[config.mk]
export PLATFORM = sky130hd
export DESIGN_NAME = pran_test_sequencer
export DESIGN_NICKNAME = d
export VERILOG_FILES = /design/src/rtl/pran_test_sequencer.sv
export SDC_FILE = /design/constraint.sdc
export NUM_CORES = 1
export LEC_CHECK = 0
export CAP_MARGIN = 0
export CORE_ASPECT_RATIO = 2
export CORE_MARGIN = 2
export CORE_UTILIZATION = 35
export DETAILED_ROUTE_END_ITERATION = 10
export PLACE_DENSITY = 0.61
export SLEW_MARGIN = 40
export SYNTH_ARGS = -nofsm -noshare
export SYNTH_HDL_FRONTEND = slang
export SYNTH_SLANG_ARGS = --single-unit
[constraint.sdc]
create_clock -name clk -period 3.3 [get_ports clk]
set_clock_uncertainty 0.2 [all_clocks]
set_input_delay 0.825 -clock clk [delete_from_list [all_inputs] [get_ports clk]]
set_output_delay 0.825 -clock clk [all_outputs]
set_load 0.005 [all_outputs]
[src/rtl/pran_test_sequencer.sv]
// pran_test_sequencer: preloads test arguments into CPU data memory, runs the CPU and reports pass/fail/timeout
module pran_test_sequencer #(
  parameter int NUM_ARGS = 3,
  parameter logic [31:0] BASE_ADDR = 32'h02000000,
  parameter int TIMEOUT_W = 20
) (
  input  logic                     clk,
  input  logic                     reset,
  input  logic                     start,
  input  logic [32*NUM_ARGS-1:0]   arg_data,
  input  logic [31:0]              expected,
  input  logic                     MemWrite,
  input  logic [31:0]              WriteData,
  input  logic [31:0]              DataAdr,
  output logic                     cpu_reset,
  output logic                     Ext_MemWrite,
  output logic [31:0]              Ext_WriteData,
  output logic [31:0]              Ext_DataAdr,
  output logic                     busy,
  output logic                     done,
  output logic                     pass,
  output logic                     timeout,
  output logic [31:0]              result,
  output logic [TIMEOUT_W-1:0]     cycles
);
  typedef enum logic [2:0] {IDLE, LOAD, GAP, RUN, FINISH} state_t;
  localparam logic [31:0] RESULT_ADDR = BASE_ADDR + 32'(4*NUM_ARGS);
  localparam logic [31:0] DONE_ADDR = RESULT_ADDR + 32'd4;
  localparam int CW = $clog2(NUM_ARGS+2);
  localparam logic [CW-1:0] LAST = CW'(NUM_ARGS+1);
  localparam int SW = 32*(NUM_ARGS+2);
  state_t state, stateNext;
  logic [SW-1:0] shReg, shRegNext;
  logic [CW-1:0] loadCnt, loadCntNext;
  logic [31:0] expLatch, expNext;
  logic resultSeen, resultSeenNext;
  logic cpuResetNext, memWrNext, busyNext, doneNext, passNext, timeoutNext;
  logic [31:0] wrDataNext, wrAdrNext, resultNext;
  logic [TIMEOUT_W-1:0] cyclesNext, cyclesInc;
  logic accept, resultStore, doneStore, wdExpire;
  assign accept = (state == IDLE || state == FINISH) && start;
  assign resultStore = state == RUN && MemWrite && DataAdr == RESULT_ADDR;
  assign doneStore = state == RUN && MemWrite && DataAdr == DONE_ADDR && WriteData != '0;
  assign cyclesInc = cycles + TIMEOUT_W'(1);
  assign wdExpire = state == RUN && &cyclesInc;
  // state register
  always_ff @(posedge clk or negedge reset)
    if (!reset) state <= IDLE;
    else state <= stateNext;
  // next-state: load sequence, one gap cycle, run until done store or watchdog
  always_comb begin
    stateNext = state;
    case (state)
      IDLE, FINISH: stateNext = start ? LOAD : state;
      LOAD: stateNext = loadCnt == LAST ? GAP : LOAD;
      GAP: stateNext = RUN;
      RUN: stateNext = (doneStore || wdExpire) ? FINISH : RUN;
      default: stateNext = IDLE;
    endcase
  end
  // next output/datapath values; the argument words plus two zero words shift out one per load cycle
  always_comb begin
    shRegNext = shReg;
    loadCntNext = loadCnt;
    expNext = expLatch;
    resultSeenNext = resultSeen;
    memWrNext = 1'b0;
    wrDataNext = '0;
    wrAdrNext = '0;
    doneNext = done;
    passNext = pass;
    timeoutNext = timeout;
    resultNext = result;
    cyclesNext = cycles;
    if (accept) begin
      shRegNext = {64'b0, arg_data} >> 32;
      loadCntNext = '0;
      expNext = expected;
      resultSeenNext = 1'b0;
      memWrNext = 1'b1;
      wrDataNext = arg_data[31:0];
      wrAdrNext = BASE_ADDR;
      doneNext = 1'b0;
      passNext = 1'b0;
      timeoutNext = 1'b0;
      resultNext = '0;
      cyclesNext = '0;
    end else if (state == LOAD && loadCnt != LAST) begin
      shRegNext = shReg >> 32;
      loadCntNext = loadCnt + CW'(1);
      memWrNext = 1'b1;
      wrDataNext = shReg[31:0];
      wrAdrNext = Ext_DataAdr + 32'd4;
    end else if (state == RUN) begin
      cyclesNext = cyclesInc;
      resultNext = resultStore ? WriteData : result;
      resultSeenNext = resultSeen | resultStore;
      doneNext = doneStore | wdExpire;
      passNext = doneStore && resultSeen && result == expLatch;
      timeoutNext = !doneStore && wdExpire;
    end
    cpuResetNext = stateNext != RUN;
    busyNext = stateNext == LOAD || stateNext == GAP || stateNext == RUN;
  end
  // registered outputs and run context
  always_ff @(posedge clk or negedge reset)
    if (!reset) begin
      shReg <= '0;
      loadCnt <= '0;
      expLatch <= '0;
      resultSeen <= 1'b0;
      cpu_reset <= 1'b1;
      Ext_MemWrite <= 1'b0;
      Ext_WriteData <= '0;
      Ext_DataAdr <= '0;
      busy <= 1'b0;
      done <= 1'b0;
      pass <= 1'b0;
      timeout <= 1'b0;
      result <= '0;
      cycles <= '0;
    end else begin
      shReg <= shRegNext;
      loadCnt <= loadCntNext;
      expLatch <= expNext;
      resultSeen <= resultSeenNext;
      cpu_reset <= cpuResetNext;
      Ext_MemWrite <= memWrNext;
      Ext_WriteData <= wrDataNext;
      Ext_DataAdr <= wrAdrNext;
      busy <= busyNext;
      done <= doneNext;
      pass <= passNext;
      timeout <= timeoutNext;
      result <= resultNext;
      cycles <= cyclesNext;
    end
endmodule

; Yosys cells after proc, flatten, opt, wreduce, memory -nomap -nowiden
; Index checks and enable logic that the tools add are counted.
[classes]
eq_ne = 14
bitwise_logic = 2
n_reduce_logical = 24
muxes = 33
addsub = 3
[ops]
columns = cell, n
row1 = $mux 160, 2
row2 = $mux 32, 8
row3 = $eq 32x26->1 const B, 2
row4 = $mux 20, 3
row5 = $add 32x3->32 const B, 1
row6 = $eq 32x32->1, 1
row7 = $reduce_bool 32->1, 1
row8 = $add 20x1->20 const B, 1
row9 = $reduce_and 20->1, 1
row10 = $mux 1, 14
row11 = $eq 3x2->1 const B, 4
row12 = $mux 3, 4
row13 = $pmux 3 s4, 1
row14 = $logic_and 1x1->1, 10
row15 = $eq 3x1->1 const B, 2
row16 = $eq 3x3->1 const B, 2
row17 = $reduce_bool 2->1, 3
row18 = $logic_or 1x1->1, 4
row19 = $add 3x1->3 const B, 1
row20 = $logic_not 3->1, 1
row21 = $ne 3x2->1 const B, 1
row22 = $ne 3x3->1 const B, 1
row23 = $reduce_and 3->1, 1
row24 = $mux 2, 1
row25 = other kinds (5), 6
[word_totals]
ff_bits = 321
out_inout_bits = 122

; Logic depth before layout (Yosys ltp)
; Gate-level depths: netlist (run 1).
[depth]
word_depth = 10
ltp_mapped = 9
depth_no_buf = 8

; Worst setup path before layout (run 1)
; No wires, ideal clock.
[synth_timing]
kind = in2reg
start = input DataAdr[12]
end = register result[30]
setup_slack_ns = 0.646
path_buffers = 1
arrival_ns = 2.320
cell_stages = 6
cell_sequence = nor4b_1 nand4_1 or3_1 nor2_1 clkbuf_1 o21ai_0
[synth_via]
elab_chain_cells = 4
[synth_rtl]
columns = element, line
row1 = start: declaration, 14  ; input logic [31:0] DataAdr,
row2 = $eq 32x26->1, 42  ; assign resultStore = state == RUN && MemWrite && DataAdr == RESULT_ADDR;
row3 = $logic_and 1x1->1, 42
row4 = $reduce_bool 2->1 (no source line), -
row5 = $reduce_and 3->1 (no source line), -
row6 = end signal: assignment, 135  ; result <= resultNext;
row7 = end: declaration, 23  ; output logic [31:0] result,
; Every way passes these cells.
; A chain may end at the register's enable or synchronous reset.

; Final worst setup path (run 1)
[layout_timing]
start = register cycles[3]
end = output cycles[3]
[layout_lines]
columns = element, line
row1 = start: declaration, 24  ; output logic [TIMEOUT_W-1:0] cycles
row2 = start signal: assignment, 136  ; cycles <= cyclesNext;
; No word-level cell between the ends.

==> results of run 1 <==
metal layers:
metal	share of wire [%]	vias up	wire length, um	GRT usage (%)
met4	5.3	4	1720	11.3
met5	0.083	-	27	0
met2	55	293	17800	39.5
met1	35	4252	11400	23.4
li1	-	4167	-	-
met3	5.2	84	1700	3.46
stage by stage:
step	cells	cell area, um2	total power [mW]
4_1_cts	1718	14400	8.74
3_5_place_dp	1680	13700	6.14
5_1_grt	1723	14400	9.15
2_1_floorplan	1049	10100	4.98
6_report	1723	14400	8.61
3_3_place_gp	1680	13700	6.08
worst min-delay path by stage:
stage                                           end  cells after the start
after global placement         shReg[8]$_DFFE_PN0P_                      2
after detailed placement      shReg[11]$_DFFE_PN0P_                      2
after global routing      Ext_DataAdr[16]$_DFF_PN0_                      1
after floorplan              resultSeen$_DFFE_PN0P_                      2
after CTS                     cycles[6]$_DFFE_PN0P_                      1
final                     Ext_DataAdr[16]$_DFF_PN0_                      1
cell usage in the layout, fill, tap and decap left out, types with 25 or more instances in the layout:
master	instances
nand2_1	323
clkdlybuf4s50_1	314
dfrtp_1	222
o21ai_0	90
nor2_1	50
xnor2_1	40
a22o_1	36
a22oi_1	32
xor2_1	28
nand4_1	25
power groups by stage:
stage / logic, mW / registers (mW) / clock network (mW)
after detailed placement: 2.37 / 3.78 / 0
after global placement: 2.32 / 3.76 / 0
final: 2.33 / 3.72 / 2.56
after CTS: 2.38 / 3.73 / 2.63
after global routing: 2.61 / 3.80 / 2.74
after floorplan: 1.30 / 3.68 / 0
kinds of logic (layout without fill, tap and decap cells):
| kind of cell | Yosys count | count (layout) |
|---|---|---|
| simple gates | 498 | 498 |
| flops | 223 | 223 |
| compound gates | 185 | 185 |
| xor+xnor | 68 | 68 |
| buf+inv | 67 | 380 |
| fa+ha+maj | 5 | 5 |
| other cells | 1 | 7 |
| mux | 1 | 1 |
flip-flops by register name, summed over array words and instances, names as in the netlist:
| register | flops |
|---|---|
| shReg | 64 |
| Ext_WriteData | 32 |
| expLatch | 32 |
| result | 32 |
| Ext_DataAdr | 30 |
| cycles | 20 |
| loadCnt | 3 |
| state | 3 |
| Ext_MemWrite | 1 |
| busy | 1 |
| cpu_reset | 1 |
| done | 1 |
| pass | 1 |
| resultSeen | 1 |
| timeout | 1 |
layout make-up:
cell class / instances / area [um2] / area share, %
Antenna cell: 5 / 12.5 / 0.0868
Clock buffer: 33 / 683 / 4.74
Clock inverter: 5 / 50.0 / 0.347
Inverter: 5 / 18.8 / 0.130
Multi-Input combinational cell: 759 / 4200 / 29.1
Sequential cell: 223 / 5580 / 38.7
Tap cell: 356 / 445 / 3.09
Timing Repair Buffer: 337 / 3420 / 23.8
==> flow_summary_export.csv, run 1 <==
group,metric,value,unit
status,status,"completed",
clock_tree,cts_buffers,22,
floorplanning,die_w,124,um
synth,syn_area_per_cell,9.60,um2
worst_setup_path,timing.rr.start,"cycles[3]$_DFFE_PN0P_",
detailed_routing,viasPerCell,5.11,
worst_setup_path,arrival,1.81,ns
synth,synth-simple-area-share,22.7,%
power,p_comb_share,27.1,%
synth,synthMuxAreaShare,0.0995,%
placed_design,gp_congestion,0.877,
layout,fillers,2632,
synth,yosysSeqAreaShare,55.5,%
layout,syn2layout_area_growth,43.3,%
synth,netlist_instances,1048,
clock_tree,clockBufferDepth,3,
power,vdd_ir_drop_max,0.000348,V
synth,synth_area_leaders,"dfrtp_1 (55%), nand2_1 (12%), o21ai_0 (4.5%)",
detailed_routing,postRouteAntennaNets,0,
synth,yosysMostFrequentCell,"nand2_1",
placed_design,dpl.hpwl,24.0,mm
synth,synth_cell_types,54,
detailed_routing,drc,0,
synth,synth_top_area_share,55.2,%
floorplanning,die_area,30200,um2
worst_setup_path,crit_chain,"clkdlybuf4s50_1",
global_route,grt_pass1_vias,8906,
clock_tree,cts_root_buf,"clkbuf_16",
worst_setup_path,rr_worst_depth,6,
global_route,gr-total-overflow,0,
synth,synth_flop_cell,"dfrtp_1",
sta,setup_ws,0.468,ns
layout,postLayoutCoreUtil,51.1,%
worst_setup_path,crit_buf_inv,1,
worst_setup_path,r2r-end,"state[1]$_DFF_PN0_",
detailed_routing,drt_first_pass_iters,5,
power,p_switching,2.74,mW
clock_tree,cts.sinks,223,
job,maxCapViolations,0,
synth,ys_seq_elements,223,
floorplanning,start_util,35.7,%
power,power_frac_clock,29.7,%
global_route,antenna_found_initial,7,
clock_tree,htree_levels,1,
detailed_routing,vias,8800,
worst_setup_path,cp_data_required_time,2.27,ns
placed_design,preCtsSetupSlack,0.0542,ns
sta,max_freq,353,MHz
synth,synthTopCellsByCount,"nand2_1 (325), dfrtp_1 (222), o21ai_0 (90)",
floorplanning,io_pins,318,
sta,layout_min_cycle_time,2.83,ns
power,p_sw_share,31.8,%
worst_setup_path,critPathMaxStageDelay,0.67,ns
synth,synth.cell_area,10100,um2
sta,tightest_slew,0.776,ns
min_path,hp-class,"in -> async",
global_route,grt_max_degree,79,
sta,hold_violations,0,
layout,final_nets,1549,
worst_setup_path,cp-startpoint,"cycles[3]$_DFFE_PN0P_",
floorplanning,rows,87,
clock_tree,cts_resized,0,
sta,period_share,85.8,%
global_route,grt_pass1_wl,50.2,mm
clock_tree,clk_latency,0.52,ns
clock_tree,cts_tree,"done",
synth,yosysWarnings,0,
placed_design,port-buffer-count,315,
layout,drive_gt1_share,6.02,%
worst_setup_path,slowest_stage,"dfrtp_1",
synth,synth_area_leader_cell,"dfrtp_1",
synth,synth_async_sr_flop_share,100,%
sta,rsz0062_at_grt,"false",
sta,final_max_slew_viol_count,0,
clock_tree,ctsHoldBuffers,0,
worst_setup_path,startpoint_type,"flip-flop",
worst_setup_path,reg2reg_slack,0.48,ns
worst_setup_path,endpoint,"cycles[3]",
worst_setup_path,critPathMaxFanout,12,
power,leakagePower,6.20,nW
worst_setup_path,worst_setup_path_end_kind,"primary output",
power,pwr-share-seq,43.2,%
worst_setup_path,path_depth,1,
global_route,grt_use_total,21.7,%
power,power_density,598,nW/um2
detailed_routing,avgRoutedWirePerCell,19.0,um
clock_tree,post_cts_buffers,0,
synth,synth-compound-area-share,12.0,%
worst_setup_path,worstSetupPathType,"reg -> out",
synth,synth_fa_ha_area_share,0.622,%
sta,slew_headroom,47.8,%
sta,setup_viol,0,
power,p_int,5.88,mW
clock_tree,path_clk_slew,0.06,ns
floorplanning,core,28200,um2
floorplanning,die-height,244,um
detailed_routing,wl,32.7,mm
synth,synth_top_family_by_area,"simple AND/OR/NAND/NOR gates",
synth,synth_edf_count,0,
detailed_routing,first_iter_violations,510,
synth,synth_xor_area_share,5.92,%
worst_setup_path,critPathTopFamily,"flip-flops",
sta,setup_tns,0,ns
sta,timing.hold.ws,0.0715,ns
No activity file was read; power rests on OpenSTA's default activity.
==> run 2, diff against run 1 <==
--- a/config.mk
+++ b/config.mk
@@ -7,9 +7,9 @@
 export LEC_CHECK = 0
 export CAP_MARGIN = 0
 export CORE_ASPECT_RATIO = 2
-export CORE_MARGIN = 2
 export CORE_UTILIZATION = 35
 export DETAILED_ROUTE_END_ITERATION = 10
+export MAX_ROUTING_LAYER = met4
 export PLACE_DENSITY = 0.61
 export SLEW_MARGIN = 40
 export SYNTH_ARGS = -nofsm -noshare
==> run 2 against run 1 <==
Compared with the run above: sequential share of layout area about the same; critical path depth increased by 5; first-iteration DRC count decreased by 10%; maximum frequency is 1.3% lower; global-route usage up 1.2 points; sequential power about the same; setup slack worse by 0.038 ns; cell count grew 0.17%; largest power group unchanged; non-clock buffer count is 3 lower; clock power is 3% higher; die area down 2.4%.
==> flow_summary_export.csv, run 2 (synthesis results as in run 1) <==
group,metric,value,unit
global_route,grt_max_degree,88,
floorplanning,die_w,122,um
job,maxCapViolations,0,
layout,regMostFlops,"shReg",
clock_tree,cts.sinks,223,
worst_setup_path,critPathMaxFanout,12,
global_route,grt_use_total,23.0,%
sta,layout_min_cycle_time,2.87,ns
layout,drive_gt1_share,6.09,%
layout,regArea,5580,um2
detailed_routing,drt_first_pass_iters,5,
worst_setup_path,cp-startpoint,"cycles[3]$_DFFE_PN0P_",
sta,slew_headroom,50.2,%
global_route,grt_pass1_wl,50.1,mm
detailed_routing,vias,8629,
sta,rsz0062_at_grt,"false",
sta,period_share,87.0,%
sta,setup_viol,0,
clock_tree,htree_levels,1,
sta,final_max_slew_viol_count,0,
power,power_density,603,nW/um2
detailed_routing,postRouteAntennaNets,0,
detailed_routing,drc,0,
floorplanning,core,28200,um2
placed_design,dpl.hpwl,24.0,mm
worst_setup_path,worst_setup_path_end_kind,"flip-flop",
global_route,gr-total-overflow,0,
detailed_routing,viasPerCell,5.00,
layout,syn2layout_area_growth,43.1,%
layout,largest_reg_flops,64,
power,finalPower,8.67,mW
clock_tree,cts_buffers,23,
worst_setup_path,reg2reg_slack,0.43,ns
sta,tightest_slew,0.740,ns
placed_design,gp_congestion,0.832,
floorplanning,io_pins,318,
detailed_routing,avgRoutedWirePerCell,19.0,um
clock_tree,post_cts_buffers,0,
floorplanning,die_area,29500,um2
worst_setup_path,startpoint_type,"flip-flop",
worst_setup_path,timing.rr.start,"cycles[3]$_DFFE_PN0P_",
global_route,grt_pass1_vias,8718,
floorplanning,rows,87,
placed_design,port-buffer-count,315,
sta,setup_tns,0,ns
clock_tree,cts_root_buf,"clkbuf_16",
layout,fillers,2686,
clock_tree,clk_latency,0.52,ns
power,vdd_ir_drop_max,0.000516,V
sta,hold_violations,0,
clock_tree,path_clk_slew,0.06,ns
clock_tree,cts_tree,"done",
floorplanning,die-height,242,um
detailed_routing,first_iter_violations,458,
layout,final_common_cell,"nand2_1",
min_path,hp-class,"in -> async",
floorplanning,start_util,35.7,%
power,pwr-share-seq,43.2,%
clock_tree,cts_resized,0,
worst_setup_path,arrival,3.10,ns
power,p_int,5.90,mW
worst_setup_path,rr_worst_depth,6,
power,p_sw_share,32.0,%
clock_tree,ctsHoldBuffers,0,
sta,max_freq,348,MHz
power,p_comb_share,26.4,%
layout,layout_common_cells,"nand2_1 (323), clkdlybuf4s50_1 (314), dfrtp_1 (222), o21ai_0 (90), nor2_1 (50)",
worst_setup_path,worstSetupPathType,"reg -> reg",
status,status,"completed",
power,p_switching,2.78,mW
clock_tree,clockBufferDepth,3,
detailed_routing,wl,32.8,mm
worst_setup_path,cp_data_required_time,3.53,ns
worst_setup_path,endpoint,"timeout$_DFFE_PN0P_",
worst_setup_path,r2r-end,"timeout$_DFFE_PN0P_",
layout,multiInputGateArea,4200,um2
power,power_frac_clock,30.3,%
layout,final_nets,1547,
global_route,antenna_found_initial,8,
power,leakagePower,6.19,nW
==> run 2: metal layers <==
metal	vias up	track usage, %	part of all wire (%)
met2	255	41.4	55
met1	4148	24.3	36
li1	4169	-	-
met5	-	-	0
met3	57	2.97	4.3
met4	0	10.3	3.9
==> run 2: power groups by stage <==
stage	registers [mW]	logic, mW	clock network, mW
after global placement	3.77	2.28	0
after CTS	3.75	2.33	2.71
after global routing	3.82	2.55	2.83
final	3.75	2.29	2.63
after floorplan	3.68	1.30	0
after detailed placement	3.80	2.32	0
==> run 2: layout make-up <==
type | instances | share of cell area [%]
Antenna cell | 8 | 0.139
Clock buffer | 29 | 4.43
Clock inverter | 12 | 0.826
Inverter | 5 | 0.130
Multi-Input combinational cell | 759 | 29.1
Sequential cell | 223 | 38.8
Tap cell | 356 | 3.09
Timing Repair Buffer | 334 | 23.5
==> run 2: per-stage QoR <==
step	setup slack (ns)	area [um2]	hold WS [ns]	instances	utilization (%)
2_1_floorplan	0.646	10100	0.244	1049	-
3_3_place_gp	0.0861	13600	0.251	1677	48.3
6_report	0.430	14400	0.0830	1726	51.1
4_1_cts	0.426	14400	0.113	1718	51.0
5_1_grt	0.289	14400	0.115	1726	51.1
3_5_place_dp	0.0583	13600	0.262	1677	48.3
==> run 2: how the worst min path moves through the flow <==
stage / slack [ns] / start / end / cells past startpoint
detailed placement: 0.26 / pass$_DFFE_PN0P_ / pass$_DFFE_PN0P_ / 2
CTS: 0.11 / reset / Ext_DataAdr[13]$_DFF_PN0_ / 1
floorplan: 0.24 / resultSeen$_DFFE_PN0P_ / resultSeen$_DFFE_PN0P_ / 2
global placement: 0.25 / pass$_DFFE_PN0P_ / pass$_DFFE_PN0P_ / 2
global route: 0.12 / reset / Ext_DataAdr[17]$_DFF_PN0_ / 1
finish: 0.08 / reset / Ext_DataAdr[17]$_DFF_PN0_ / 1
==> run 2: worst max-delay path, cell delays in order, from the launching register on <==
cell and delay, ns:
dfrtp_1 0.68, nand4_4 0.18, nor4_4 0.45, nor3b_2 0.30, o32ai_1 0.13, or4_4 0.60, o31ai_4 0.23
==> run 3, diff against run 2 <==
==> constraint.sdc (replaced) <==
create_clock -name clk -period 2.95 [get_ports clk]
set_clock_uncertainty 0.2 [all_clocks]
set_input_delay 0.7375 -clock clk [delete_from_list [all_inputs] [get_ports clk]]
set_output_delay 0.7375 -clock clk [all_outputs]
set_load 0.005 [all_outputs]
==> run 3 against run 2 <==
Compared with the run above: largest power group unchanged; core utilization grew 0.46 points; cell area increased by 0.90%; routed wire length shrank 1.6%; via count decreased by 0.24%; first-iteration DRC count down 32%; maximum frequency up 3.1%; cell count is 0.70% higher; die area unchanged; largest cell class unchanged; critical path type unchanged; count of clock-buffer cells in the layout unchanged; global-route usage shrank 0.16 points; combinational power is 15% higher; critical path depth stayed put.
==> flow_summary_export.csv, run 3 (synthesis results as in run 1) <==
group,metric,value,unit
worst_setup_path,cp_data_required_time,3.19,ns
clock_tree,htree_levels,1,
floorplanning,core,28200,um2
layout,syn2layout_area_growth,44.4,%
global_route,grt_pass1_vias,8817,
floorplanning,start_util,35.7,%
floorplanning,die_area,29500,um2
placed_design,gp_congestion,0.876,
placed_design,dpl.hpwl,23.7,mm
worst_setup_path,worstSetupPathType,"reg -> reg",
clock_tree,cts_buffers,22,
worst_setup_path,crit_chain,"nand4_2 > nor4_4 > nor3b_2 > o32ai_1 > or4_4 > o31ai_4",
clock_tree,path_clk_slew,0.07,ns
sta,setup_viol,0,
power,power_density,669,nW/um2
power,pwr-share-seq,42.7,%
clock_tree,clk_latency,0.52,ns
clock_tree,cts_tree,"done",
global_route,grt_max_degree,95,
placed_design,preCtsSetupSlack,-0.0975,ns
floorplanning,io_pins,318,
clock_tree,clockBufferDepth,3,
job,maxCapViolations,0,
layout,postLayoutCellArea,14500,um2
detailed_routing,vias,8608,
worst_setup_path,reg2reg_slack,0.17,ns
sta,setup_ws,0.167,ns
layout,layout_common_cells,"nand2_1 (324), clkdlybuf4s50_1 (314), dfrtp_1 (222), o21ai_0 (90), nor2_1 (49)",
clock_tree,cts_resized,0,
global_route,grt_pass1_wl,49.7,mm
power,p_sw_share,32.0,%
layout,stdcell_count,1738,
layout,largest_reg_flops,64,
min_path,worstHoldStart,"shReg[4]$_DFFE_PN0P_",
floorplanning,die-height,242,um
power,finalPower,9.72,mW
sta,timing.hold.ws,0.275,ns
sta,layout_min_cycle_time,2.78,ns
power,vdd_ir_drop_max,0.000494,V
sta,slew_headroom,50.4,%
min_path,hp-class,"reg -> reg",
min_path,min_path_cells,2,
detailed_routing,wl,32.3,mm
worst_setup_path,startpoint_type,"flip-flop",
power,p_int,6.61,mW
layout,regMostFlops,"shReg",
detailed_routing,postRouteAntennaNets,0,
worst_setup_path,timing.rr.start,"cycles[8]$_DFFE_PN0P_",
worst_setup_path,slowest_stage,"or4_4",
sta,setup_tns,0,ns
placed_design,postPlaceCellArea,13700,um2
worst_setup_path,arrival,3.02,ns
sta,tightest_slew,0.743,ns
layout,drive_gt1_share,7.12,%
power,leakagePower,6.27,nW
floorplanning,die_w,122,um
sta,hold_violations,0,
sta,rsz0062_at_grt,"false",
power,power_frac_clock,30.2,%
layout,final_common_cell,"nand2_1",
worst_setup_path,critPathMaxFanout,11,
sta,final_max_slew_viol_count,0,
status,status,"completed",
detailed_routing,viasPerCell,4.95,
power,p_comb_share,27.1,%
clock_tree,cts.sinks,223,
placed_design,place_inst,1692,
detailed_routing,avgRoutedWirePerCell,18.6,um
detailed_routing,drt_first_pass_iters,4,
layout,postLayoutCoreUtil,51.5,%
worst_setup_path,critPathMaxStageDelay,0.60,ns
global_route,grt_use_total,22.8,%
worst_setup_path,worst_setup_path_end_kind,"flip-flop",
power,p_switching,3.11,mW
min_path,holdPathEnd,"shReg[4]$_DFFE_PN0P_",
global_route,gr-total-overflow,0,
detailed_routing,first_iter_violations,310,
floorplanning,rows,87,
worst_setup_path,r2r-end,"timeout$_DFFE_PN0P_",
placed_design,port-buffer-count,315,
global_route,antenna_found_initial,5,
layout,final_nets,1562,
sta,period_share,94.3,%
detailed_routing,drc,0,
clock_tree,cts_root_buf,"clkbuf_16",
worst_setup_path,rr_worst_depth,6,
sta,max_freq,359,MHz
[run 3: cell types whose count changed in the layout (fill, tap and decap cells not counted), sizes merged]
cell | before | now
buf | 20 | 35
clkinvlp | 2 | 1
diode | 8 | 5
dlygate4sd3 | 0 | 1
[run 3: area by class of cell]
cell class / instances / area (um2)
antenna: 5 / 12.5
clock buffer: 29 / 637
clock inverter: 11 / 123
fill: 2578 / 13700
inverter: 5 / 18.8
multi-input combinational: 759 / 4200
sequential: 223 / 5580
tap: 356 / 445
timing repair buffer: 350 / 3510
[run 3: worst max path at each step]
stage	start	to	slack (ns)	cells after the start
4_1_cts	cycles[8]$_DFFE_PN0P_	timeout$_DFFE_PN0P_	0.15	6
2_1_floorplan	cycles[1]$_DFFE_PN0P_	timeout$_DFFE_PN0P_	0.32	8
3_5_place_dp	WriteData[30]	state[1]$_DFF_PN0_	-0.1	7
6_report	cycles[8]$_DFFE_PN0P_	timeout$_DFFE_PN0P_	0.17	6
5_1_grt	cycles[3]$_DFFE_PN0P_	timeout$_DFFE_PN0P_	0.07	7
3_3_place_gp	WriteData[30]	state[1]$_DFF_PN0_	-0.07	7
[run 3: power groups by stage]
| stage | clock network [mW] | logic [mW] | registers, mW |
|---|---|---|---|
| 2_1_floorplan | 0 | 1.46 | 4.11 |
| 3_3_place_gp | 0 | 2.62 | 4.18 |
| 3_5_place_dp | 0 | 2.67 | 4.20 |
| 4_1_cts | 3.04 | 2.68 | 4.15 |
| 5_1_grt | 3.14 | 2.96 | 4.23 |
| 6_report | 2.93 | 2.64 | 4.15 |
[run 3: per-layer routing]
layer  up-vias  GRT usage (%)  share of wire [%]  wire [um]
met5         -              -                  0          0
met4         0           9.26                3.5       1140
met3        55           2.88                4.1       1320
met2       238           41.3                 55      17800
met1      4114           24.4                 37      12000
li1       4201              -                  -          -
[run 3: timing repair]
item / 4_1_cts / 5_1_grt
hold buffers: 1 / 0
setup buffers: 0 / 0
endpoints found under the hold margin: 51 / 0
[run 3: critical path: cells and delay by family, from the launching register on]
family | cells | cell delay [ns]
AOI/OAI and AO/OA | 2 | 0.36
and+or+nand+nor | 4 | 1.57
DFF | 1 | 0.57
